===== config.mk =====
export PLATFORM = sky130hd
export DESIGN_NAME = booth_controller_n
export DESIGN_NICKNAME = d
export VERILOG_FILES = /design/src/rtl/booth_ctrl_pkg.sv /design/src/rtl/booth_down_counter.sv /design/src/rtl/booth_controller_n.sv
export SDC_FILE = /design/constraint.sdc
export NUM_CORES = 1
export LEC_CHECK = 0
export ABC_AREA = 1
export CAP_MARGIN = 20
export CORE_AREA = 2 2 39 41
export DETAILED_ROUTE_END_ITERATION = 16
export DIE_AREA = 0 0 41 43
export PLACE_DENSITY_LB_ADDON = 0.2
export SYNTH_ARGS = -nofsm -noshare
export SYNTH_HDL_FRONTEND = slang
export SYNTH_SLANG_ARGS = --single-unit

===== constraint.sdc =====
create_clock -name clk -period 2.92 [get_ports clk]
set_clock_uncertainty 0.15 [all_clocks]
set_input_delay 0.876 -clock clk [delete_from_list [all_inputs] [get_ports clk]]
set_output_delay 0.876 -clock clk [all_outputs]
set_load 0.01 [all_outputs]

===== src/rtl/booth_ctrl_pkg.sv =====
// Shared types and constants for the radix-2 Booth multiplier controller.
package booth_ctrl_pkg;

  typedef enum logic [2:0] {
    IDLE,
    LOAD,
    EVAL,
    SHIFT,
    DONE
  } boothState_e;

  // aBarS encodings
  localparam logic BOOTH_ADD = 1'b0;
  localparam logic BOOTH_SUB = 1'b1;

  // {Y[0], Y-1} pair codes
  localparam logic [1:0] PAIR_NOP0 = 2'b00;
  localparam logic [1:0] PAIR_ADD  = 2'b01;
  localparam logic [1:0] PAIR_SUB  = 2'b10;
  localparam logic [1:0] PAIR_NOP1 = 2'b11;

  // A pair of equal bits needs no add/subtract, only the shift
  function automatic logic isNopPair(input logic [1:0] pair);
    return (pair == PAIR_NOP0) || (pair == PAIR_NOP1);
  endfunction

endpackage


===== src/rtl/booth_down_counter.sv =====
// Parametrised loadable down-counter for the Booth shift count.
// A decrement requested at zero is ignored, so the count never wraps.
module booth_down_counter #(
  parameter int unsigned WIDTH = 3
) (
  input  logic             clk,
  input  logic             rst,
  input  logic             ld,
  input  logic             dec,
  input  logic [WIDTH-1:0] par_in,
  output logic [WIDTH-1:0] cnt,
  output logic             zero
);

  // Count register: load has priority over decrement
  always_ff @(posedge clk or negedge rst) begin
    if (!rst) begin
      cnt <= '0;
    end else if (ld) begin
      cnt <= par_in;
    end else if (dec && !zero) begin
      cnt <= cnt - WIDTH'(1);
    end
  end

  assign zero = (cnt == '0);

endmodule


===== src/rtl/booth_controller_n.sv =====
// Radix-2 Booth multiplier controller, WIDTH-bit signed operands.
// Optional feature: define BOOTH_SKIP_EN to perform the shift of a 00/11
// bit pair directly in EVAL, bypassing the SHIFT state.
module booth_controller_n
  import booth_ctrl_pkg::*;
#(
  parameter int unsigned WIDTH = 8
) (
  input  logic                       clk,
  input  logic                       rst,
  input  logic                       start,
  input  logic                       abort,
  input  logic [1:0]                 Y0YminusOne,
  output logic                       done,
  output logic                       busy,
  output logic [$clog2(WIDTH)-1:0]   cnt,
  output logic                       ldX,
  output logic                       ldY,
  output logic                       initA,
  output logic                       initYminusOne,
  output logic                       ldA,
  output logic                       aBarS,
  output logic                       shRA,
  output logic                       shRY,
  output logic                       ldYminusOne
);

  localparam int unsigned CW = $clog2(WIDTH);
  localparam logic [CW-1:0] CNT_INIT = CW'(WIDTH - 1);

  boothState_e state, nextState;
  logic        cntLd;
  logic        cntDec;
  logic        cntZero;

  booth_down_counter #(
    .WIDTH(CW)
  ) uShiftCnt (
    .clk   (clk),
    .rst   (rst),
    .ld    (cntLd),
    .dec   (cntDec),
    .par_in(CNT_INIT),
    .cnt   (cnt),
    .zero  (cntZero)
  );

  // State register
  always_ff @(posedge clk or negedge rst) begin
    if (!rst) begin
      state <= IDLE;
    end else begin
      state <= nextState;
    end
  end

  // Next-state, counter control and datapath control decode
  always_comb begin
    nextState     = state;
    cntLd         = 1'b0;
    cntDec        = 1'b0;
    done          = 1'b0;
    ldX           = 1'b0;
    ldY           = 1'b0;
    initA         = 1'b0;
    initYminusOne = 1'b0;
    ldA           = 1'b0;
    aBarS         = BOOTH_ADD;
    shRA          = 1'b0;
    shRY          = 1'b0;
    ldYminusOne   = 1'b0;

    case (state)
      IDLE: begin
        if (start) nextState = LOAD;
      end

      LOAD: begin
        ldX           = 1'b1;
        ldY           = 1'b1;
        initA         = 1'b1;
        initYminusOne = 1'b1;
        cntLd         = 1'b1;
        nextState     = EVAL;
      end

      EVAL: begin
        if (isNopPair(Y0YminusOne)) begin
`ifdef BOOTH_SKIP_EN
          shRA        = 1'b1;
          shRY        = 1'b1;
          ldYminusOne = 1'b1;
          cntDec      = 1'b1;
          nextState   = cntZero ? DONE : EVAL;
`else
          nextState   = SHIFT;
`endif
        end else begin
          ldA       = 1'b1;
          aBarS     = (Y0YminusOne == PAIR_SUB) ? BOOTH_SUB : BOOTH_ADD;
          nextState = SHIFT;
        end
      end

      SHIFT: begin
        shRA        = 1'b1;
        shRY        = 1'b1;
        ldYminusOne = 1'b1;
        cntDec      = 1'b1;
        nextState   = cntZero ? DONE : EVAL;
      end

      DONE: begin
        done      = 1'b1;
        nextState = IDLE;
      end

      default: nextState = IDLE;
    endcase

    // Abort overrides every transition and freezes the counter; the
    // controls of the current state still decode for this cycle.
    if (abort && (state != IDLE)) begin
      nextState = IDLE;
      cntLd     = 1'b0;
      cntDec    = 1'b0;
    end
  end

  assign busy = (state != IDLE);

endmodule


# Word-level counts from Yosys, hierarchy flattened

Cells that the tools add are included.

Bits in registers: 6
Input port bits: 6
Output and inout port bits: 14
Word-level logic and storage cells: 35

Add/subtract/negate cells: 1
Equal/unequal tests: 7
Muxes and demuxes: 16
Reduce and logical (&&, ||, !) cells: 9

Operator list:

| operator                                                           | count |
|---|---|
| 3-bit 2-to-1 mux                                                   | 5 |
| 3-bit case mux with 4 select lines                                 | 1 |
| 1-bit 2-to-1 mux                                                   | 10 |
| 3-bit by 2-bit == test with 1-bit output, second input constant    | 2 |
| 3-bit logical NOT                                                  | 2 |
| 2-bit == test, second input constant                               | 2 |
| 3-bit by 1-bit == test with 1-bit output, second input constant    | 1 |
| 3-bit == test, second input constant                               | 1 |
| 3-bit != test, second input constant                               | 1 |
| 3-bit nonzero test                                                 | 1 |
| 3-bit by 1-bit subtractor with 3-bit output, second input constant | 1 |
| 1-bit logical AND                                                  | 2 |
| 2-bit logical NOT                                                  | 1 |
| 2-bit nonzero test                                                 | 1 |
| 1-bit logical NOT                                                  | 1 |
| 1-bit logical OR                                                   | 1 |

# Longest topological paths before layout

Gate-level depths: netlist of run 1.

Depth in word-level cells: 6
Depth in mapped cells: 9
Gate-level depth less buffers: 9

# Modules after synthesis

Synthesis of run 1 repeated with hierarchy kept, for this count alone.

Cells, all modules: 65
Area total of the unflattened synthesis: 442.9 µm²

Modules (own cells, without submodules):

| module             | instances | cells an instance | area each (µm²) | sequential area each (µm²) |
|---|---|---|---|---|
| booth_controller_n | 1         | 38                | 250.2           | 75.1 |
| booth_down_counter | 1         | 27                | 192.7           | 75.1 |

# Worst setup path after synthesis of run 1

No wires, ideal clock.

Path type: input -> output
From: in Y0YminusOne[0]
To: out ldA
Arrival: 1.351 ns
Data required time: 1.894 ns
Setup slack: 0.543 ns
Cell stages on the path: 3
Buffers on the path: 0
Cells stage by stage: inv_1 > ha_1 > nor2_1

Word-level cells in the longest chain between the ends: 4

Ends and longest elaborated chain:

| element                                                   | line                     | RTL |
|---|---|---|
| start: declaration                                        | booth_controller_n.sv:13 | `input logic [1:0] Y0YminusOne,` |
| 2-bit == test / 2-bit logical NOT (equally long branches) | booth_ctrl_pkg.sv:24     | `return (pair == PAIR_NOP0) \|\| (pair == PAIR_NOP1);` |
| 1-bit logical OR *                                        | booth_ctrl_pkg.sv:24     |  |
| 1-bit 2-to-1 mux *                                        | booth_controller_n.sv:88 | `if (isNopPair(Y0YminusOne)) begin` |
| 1-bit 2-to-1 mux *                                        | booth_controller_n.sv:73 | `case (state)` |
| end: declaration                                          | booth_controller_n.sv:21 | `output logic ldA,` |

Every way passes the cells marked *; elsewhere a longest branch is shown, timed or not.

# Final worst setup path of run 1

From: in Y0YminusOne[1]
To: out ldA

Same word-level chain as after synthesis.

==> results of run 1 <==
==> cells in the mapped netlist (all sizes together) <==
library cell,number,area (um2)
dfrtp,6,150
buf,5,37.5
inv,8,30.0
ha,3,37.5
nor3,2,21.3
xnor2,1,8.76
nand3,6,35.0
a21boi,1,7.51
nand2,13,61.3
nor2,8,40.0
nor4,1,6.26
==> worst min path at each step <==
| stage | start | end | slack [ps] | cells after the start |
|---|---|---|---|---|
| after global routing | uShiftCnt.cnt[1]$_DFFE_PN0P_ | uShiftCnt.cnt[1]$_DFFE_PN0P_ | 400 | 2 |
| after global placement | uShiftCnt.cnt[1]$_DFFE_PN0P_ | uShiftCnt.cnt[1]$_DFFE_PN0P_ | 340 | 2 |
| after detailed placement | uShiftCnt.cnt[1]$_DFFE_PN0P_ | uShiftCnt.cnt[1]$_DFFE_PN0P_ | 350 | 2 |
| after floorplan | uShiftCnt.cnt[1]$_DFFE_PN0P_ | uShiftCnt.cnt[1]$_DFFE_PN0P_ | 380 | 2 |
| final | uShiftCnt.cnt[1]$_DFFE_PN0P_ | uShiftCnt.cnt[1]$_DFFE_PN0P_ | 360 | 2 |
| after CTS | uShiftCnt.cnt[1]$_DFFE_PN0P_ | uShiftCnt.cnt[1]$_DFFE_PN0P_ | 360 | 2 |
==> worst max-delay path, cell delays in order <==
cell	delay, ps
clkdlybuf4s50_1	400
ha_1	280
nor2_1	80
buf_2	130
==> area by class of cell <==
| type | count | area, um2 |
|---|---|---|
| Tap cell | 16 | 20.0 |
| Inverter | 8 | 30.0 |
| Timing Repair Buffer | 19 | 183 |
| Fill cell | 143 | 761 |
| Clock buffer | 3 | 22.5 |
| Sequential cell | 6 | 150 |
| Multi-Input combinational cell | 35 | 218 |
==> metal layers <==
| metal | routed length (um) | share of wire (%) |
|---|---|---|
| met5 | 0 | 0 |
| met4 | 0 | 0 |
| met3 | 42 | 5.2 |
| met2 | 391 | 49 |
| met1 | 372 | 46 |
==> cell families after synthesis <==
kind of cell / Yosys count / synth area share (%)
AND/OR/NAND/NOR: 30 / 37.6
adder cells (fa/ha/maj): 3 / 8.62
XOR/XNOR: 1 / 2.01
AO/OA/AOI/OAI: 1 / 1.72
buffers and inverters: 13 / 15.5
flip-flops: 6 / 34.5
==> flip-flops by register name, indices dropped and copies added (netlist names) <==
signal / cells
uShiftCnt.cnt: 3
state: 3
==> power groups by stage <==
stage                     Clock, mW  Combinational (mW)  Sequential, mW
after global placement            0               0.391           0.159
after global routing         0.0830               0.431           0.165
after CTS                    0.0775               0.390           0.159
after floorplan                   0               0.247           0.163
final                        0.0750               0.383           0.158
after detailed placement          0               0.393           0.159
==> per-stage QoR <==
| stage | util [%] | total power, mW | TNS, ps |
|---|---|---|---|
| global placement | 43.9 | 0.550 | -604 |
| detailed placement | 43.9 | 0.552 | -651 |
| finish | 45.0 | 0.616 | 0 |
| CTS | 45.2 | 0.626 | 0 |
| floorplan | - | 0.410 | 0 |
| global route | 45.0 | 0.679 | 0 |
==> what timing repair did <==
action	4_1_cts	5_1_grt
pin swaps	0	2
setup endpoints to repair	2	2
cloned	0	0
resized for setup	6	2
==> results.cfg, run 1 <==
[pwr]
p_clk_share_pct = 12.2
netSwitchingFraction_pct = 41.7
ir_worst_vdd_uv = 408
internal_power_mw = 0.359
pwr-share-comb_pct = 62.2
power.share.sequential_pct = 25.6
leakage_nw = 0.313
p_per_area_nw_per_um2 = 989
p_switching_mw = 0.257

[clock_tree]
clock_latency_ps = 240
clock_path_buffers = 2
post_cts_buffers = 0
clk_pin_slew_ps = 40
cts_tree = done
cts.sinks = 6
cts_buffers = 3
cts-root-buf = clkbuf_4
cts_hold_buf = 0
cts_htree_levels = 1

[logic_synthesis]
syn_avg_cell_area_um2 = 8.06
synth_fp_nets = 63
synth_seq_cells = 6
yosysUniqueCellTypes = 16
ys_seq_area_share_pct = 34.5
synth_cells = 54
syn_area_um2 = 435
yosys_warnings = 0

[grt]
grt_max_degree = 7
overflow = 0
gr-usage-met2_pct = 14.4
top_usage_layer = met1
met1_usage_pct = 16.0
met3_usage_pct = 3.14
track_usage_pct = 11.1
antenna_found_initial = 0
grt_pass1_wl_um = 1320
grt_pass1_vias = 337

[detailed_routing]
num_vias = 383
antenna_left = 0
wl_per_cell_um = 9.26
drt_wl_total_um = 806
drt_iter0_drc = 10
drc = 0
dr.pass1.iters = 4
via_per_inst = 4.40

[placed_design]
routabilityCongestion = 0.699
port_buffers = 19
dp_slack_ps = -400
place_area_um2 = 608
dp.cells = 84
hpwl_um = 656

[sta]
grt_setup_unrepaired = no
setup_viol = 0
worst_slack_ps = 126
slew_violations = 0
finalHoldViolations = 0
fin_crit_sh_pct = 95.7
max_freq_ghz = 0.358
worst_slew_pin_slew_ps = 299
slew_headroom_pct = 80.0
fin_crit_ps = 2790
holdWs_ps = 357

[critical_path]
crit_arrival_ps = 1770
worstReg2RegEnd = uShiftCnt.cnt[1]$_DFFE_PN0P_
path_max_fanout = 1
r2r_cells = 9
worstSetupStartpoint = Y0YminusOne[1]
rr_startpoint = uShiftCnt.cnt[0]$_DFFE_PN0P_
path_class = primary input to primary output
crit_path_end = ldA
end_kind = primary output
startpoint_type = primary input
r2r_setup_slack_ps = 1480
required_ps = 1890

[cells_and_area]
fin_cells = 87
num_antenna_cells = 0
nets = 82
layout_commonest_cell = clkdlybuf4s50_1
synthToLayoutAreaGrowth_pct = 43.1
drive_above_1_share_pct = 19.7
fin_area_um2 = 623
final_cell_mix = clkdlybuf4s50_1 (16), inv_1 (8), nand2_1 (8)

[floorplan]
io_pins = 20
die_area_um2 = 1760
die_h_um = 43
core-area_um2 = 1380
row_count = 14
initial_core_util_pct = 31.5
fp.dieW_um = 41

[run_status]
outcome = finished, final reports clean

[job]
drv_cap = 0

[worst_hold_path]
min_path_type = register to register
(Power assumes the default switching activity.)
==> inputs of run 2 (changes only) <==
PLACE_DENSITY = 0.76   (was not set)
PLACE_DENSITY_LB_ADDON = not set   (was 0.2)
==> results.cfg, run 2 (synthesis results as in run 1) <==
[detailed_routing]
drc = 0
num_vias = 390
drt_wl_total_um = 831
drt_iter0_drc = 7
wl_per_cell_um = 9.55
dr.pass1.iters = 4
antenna_left = 0
via_per_inst = 4.48

[sta]
finalHoldViolations = 0
fin_crit_ps = 2810
max_freq_ghz = 0.356
setup_viol = 0
worst_slew_pin_slew_ps = 263
holdWs_ps = 369
slew_violations = 0
slew_headroom_pct = 82.3
grt_setup_unrepaired = no
fin_crit_sh_pct = 96.1

[cells_and_area]
synthToLayoutAreaGrowth_pct = 43.1
layout_commonest_cell = clkdlybuf4s50_1
drive_above_1_share_pct = 19.7
final_cell_mix = clkdlybuf4s50_1 (16), inv_1 (8), nand2_1 (8)
num_antenna_cells = 0
fin_area_um2 = 623
nets = 82
reg_top3 = state x3, uShiftCnt.cnt x3

[clock_tree]
cts_tree = done
cts_htree_levels = 1
clk_pin_slew_ps = 40
cts_buffers = 3
clock_path_buffers = 2
clock_latency_ps = 230
cts.sinks = 6
cts-root-buf = clkbuf_4
cts_hold_buf = 0

[critical_path]
path_class = primary input to primary output
required_ps = 1890
startpoint_type = primary input
end_kind = primary output
slowest_delay_ps = 410
crit_chain = clkdlybuf4s50_1, ha_1, nor2_1, buf_2
critPathTopFamily = buffers and inverters
crit_buf_inv = 2
cp_slowest_cell = clkdlybuf4s50_1
crit_arrival_ps = 1780
path_max_fanout = 1

[placed_design]
port_buffers = 19
hpwl_um = 682
routabilityCongestion = 0.745
place_area_um2 = 608

[grt]
overflow = 0
grt_pass1_vias = 345
track_usage_pct = 11.6
grt_max_degree = 7
antenna_found_initial = 0
grt_pass1_wl_um = 1410

[floorplan]
die_h_um = 43
row_count = 14
die_area_um2 = 1760
io_pins = 20
fp.dieW_um = 41
initial_core_util_pct = 31.5
core-area_um2 = 1380

[pwr]
leakage_nw = 0.313
p_per_area_nw_per_um2 = 989
ir_worst_vdd_uv = 458

[worst_hold_path]
min_path_type = register to register

[run_status]
outcome = finished, final reports clean

[job]
drv_cap = 0
-- run 2: cell type report --
type	count	area (um2)
Clock buffer	3	22.5
Fill cell	147	761
Inverter	8	30.0
Multi-Input combinational cell	35	218
Sequential cell	6	150
Tap cell	16	20.0
Timing Repair Buffer	19	183
-- run 2: per-layer routing --
metal,track usage [%],up-vias,wire (um)
met4,2.00,0,0
met2,16.9,20,352
met1,15.2,171,367
met5,0,-,0
met3,5.76,0,111
li1,-,199,-
-- run 2: through the flow --
step | utilization, % | worst slack, ps | TNS, ps | std cells | power [mW]
2_1_floorplan | - | 543 | 0 | 54 | 0.410
6_report | 45.0 | 114 | 0 | 87 | 0.616
3_5_place_dp | 43.9 | -395 | -634 | 84 | 0.555
5_1_grt | 45.0 | 19.0 | 0 | 87 | 0.693
4_1_cts | 45.2 | 15.8 | 0 | 87 | 0.627
3_3_place_gp | 43.9 | -377 | -604 | 84 | 0.549
-- run 2: timing repair --
action | 4_1_cts | 5_1_grt
setup buffers | 0 | 0
endpoints found under the hold margin | 0 | 0
pin swaps | 0 | 2
gates resized for setup | 6 | 2
setup endpoints to repair | 2 | 2
-- run 2: worst reg2reg max path, cell delays in order (launching register included) --
cell     delay (ps)
dfrtp_1         390
inv_1           110
ha_1            150
inv_1            40
nor2_1          160
nor2_4           70
nand2_2          90
nand2_2          60
nand2_1          50
nand2_1          40
-- run 2: path summary, 6_finish.rpt --
kind	startpoint	endpoint	slack [ps]	cells after the start
worst min register to register	uShiftCnt.cnt[1]$_DFFE_PN0P_	uShiftCnt.cnt[1]$_DFFE_PN0P_	370	2
max in group asynchronous	rst	uShiftCnt.cnt[2]$_DFFE_PN0P_	1690	1
worst max register to register	uShiftCnt.cnt[0]$_DFFE_PN0P_	uShiftCnt.cnt[2]$_DFFE_PN0P_	1500	9
worst min-delay path	uShiftCnt.cnt[1]$_DFFE_PN0P_	uShiftCnt.cnt[1]$_DFFE_PN0P_	370	2
worst max-delay path	Y0YminusOne[1]	ldA	110	4
min in group asynchronous	rst	state[2]$_DFFE_PN0P_	730	1
-- run 2: power breakdown --
part	switching, mW	total, mW	internal [mW]
sequential	0.0434	0.161	0.117
clock	0.0256	0.0718	0.0462
combinational	0.188	0.384	0.195
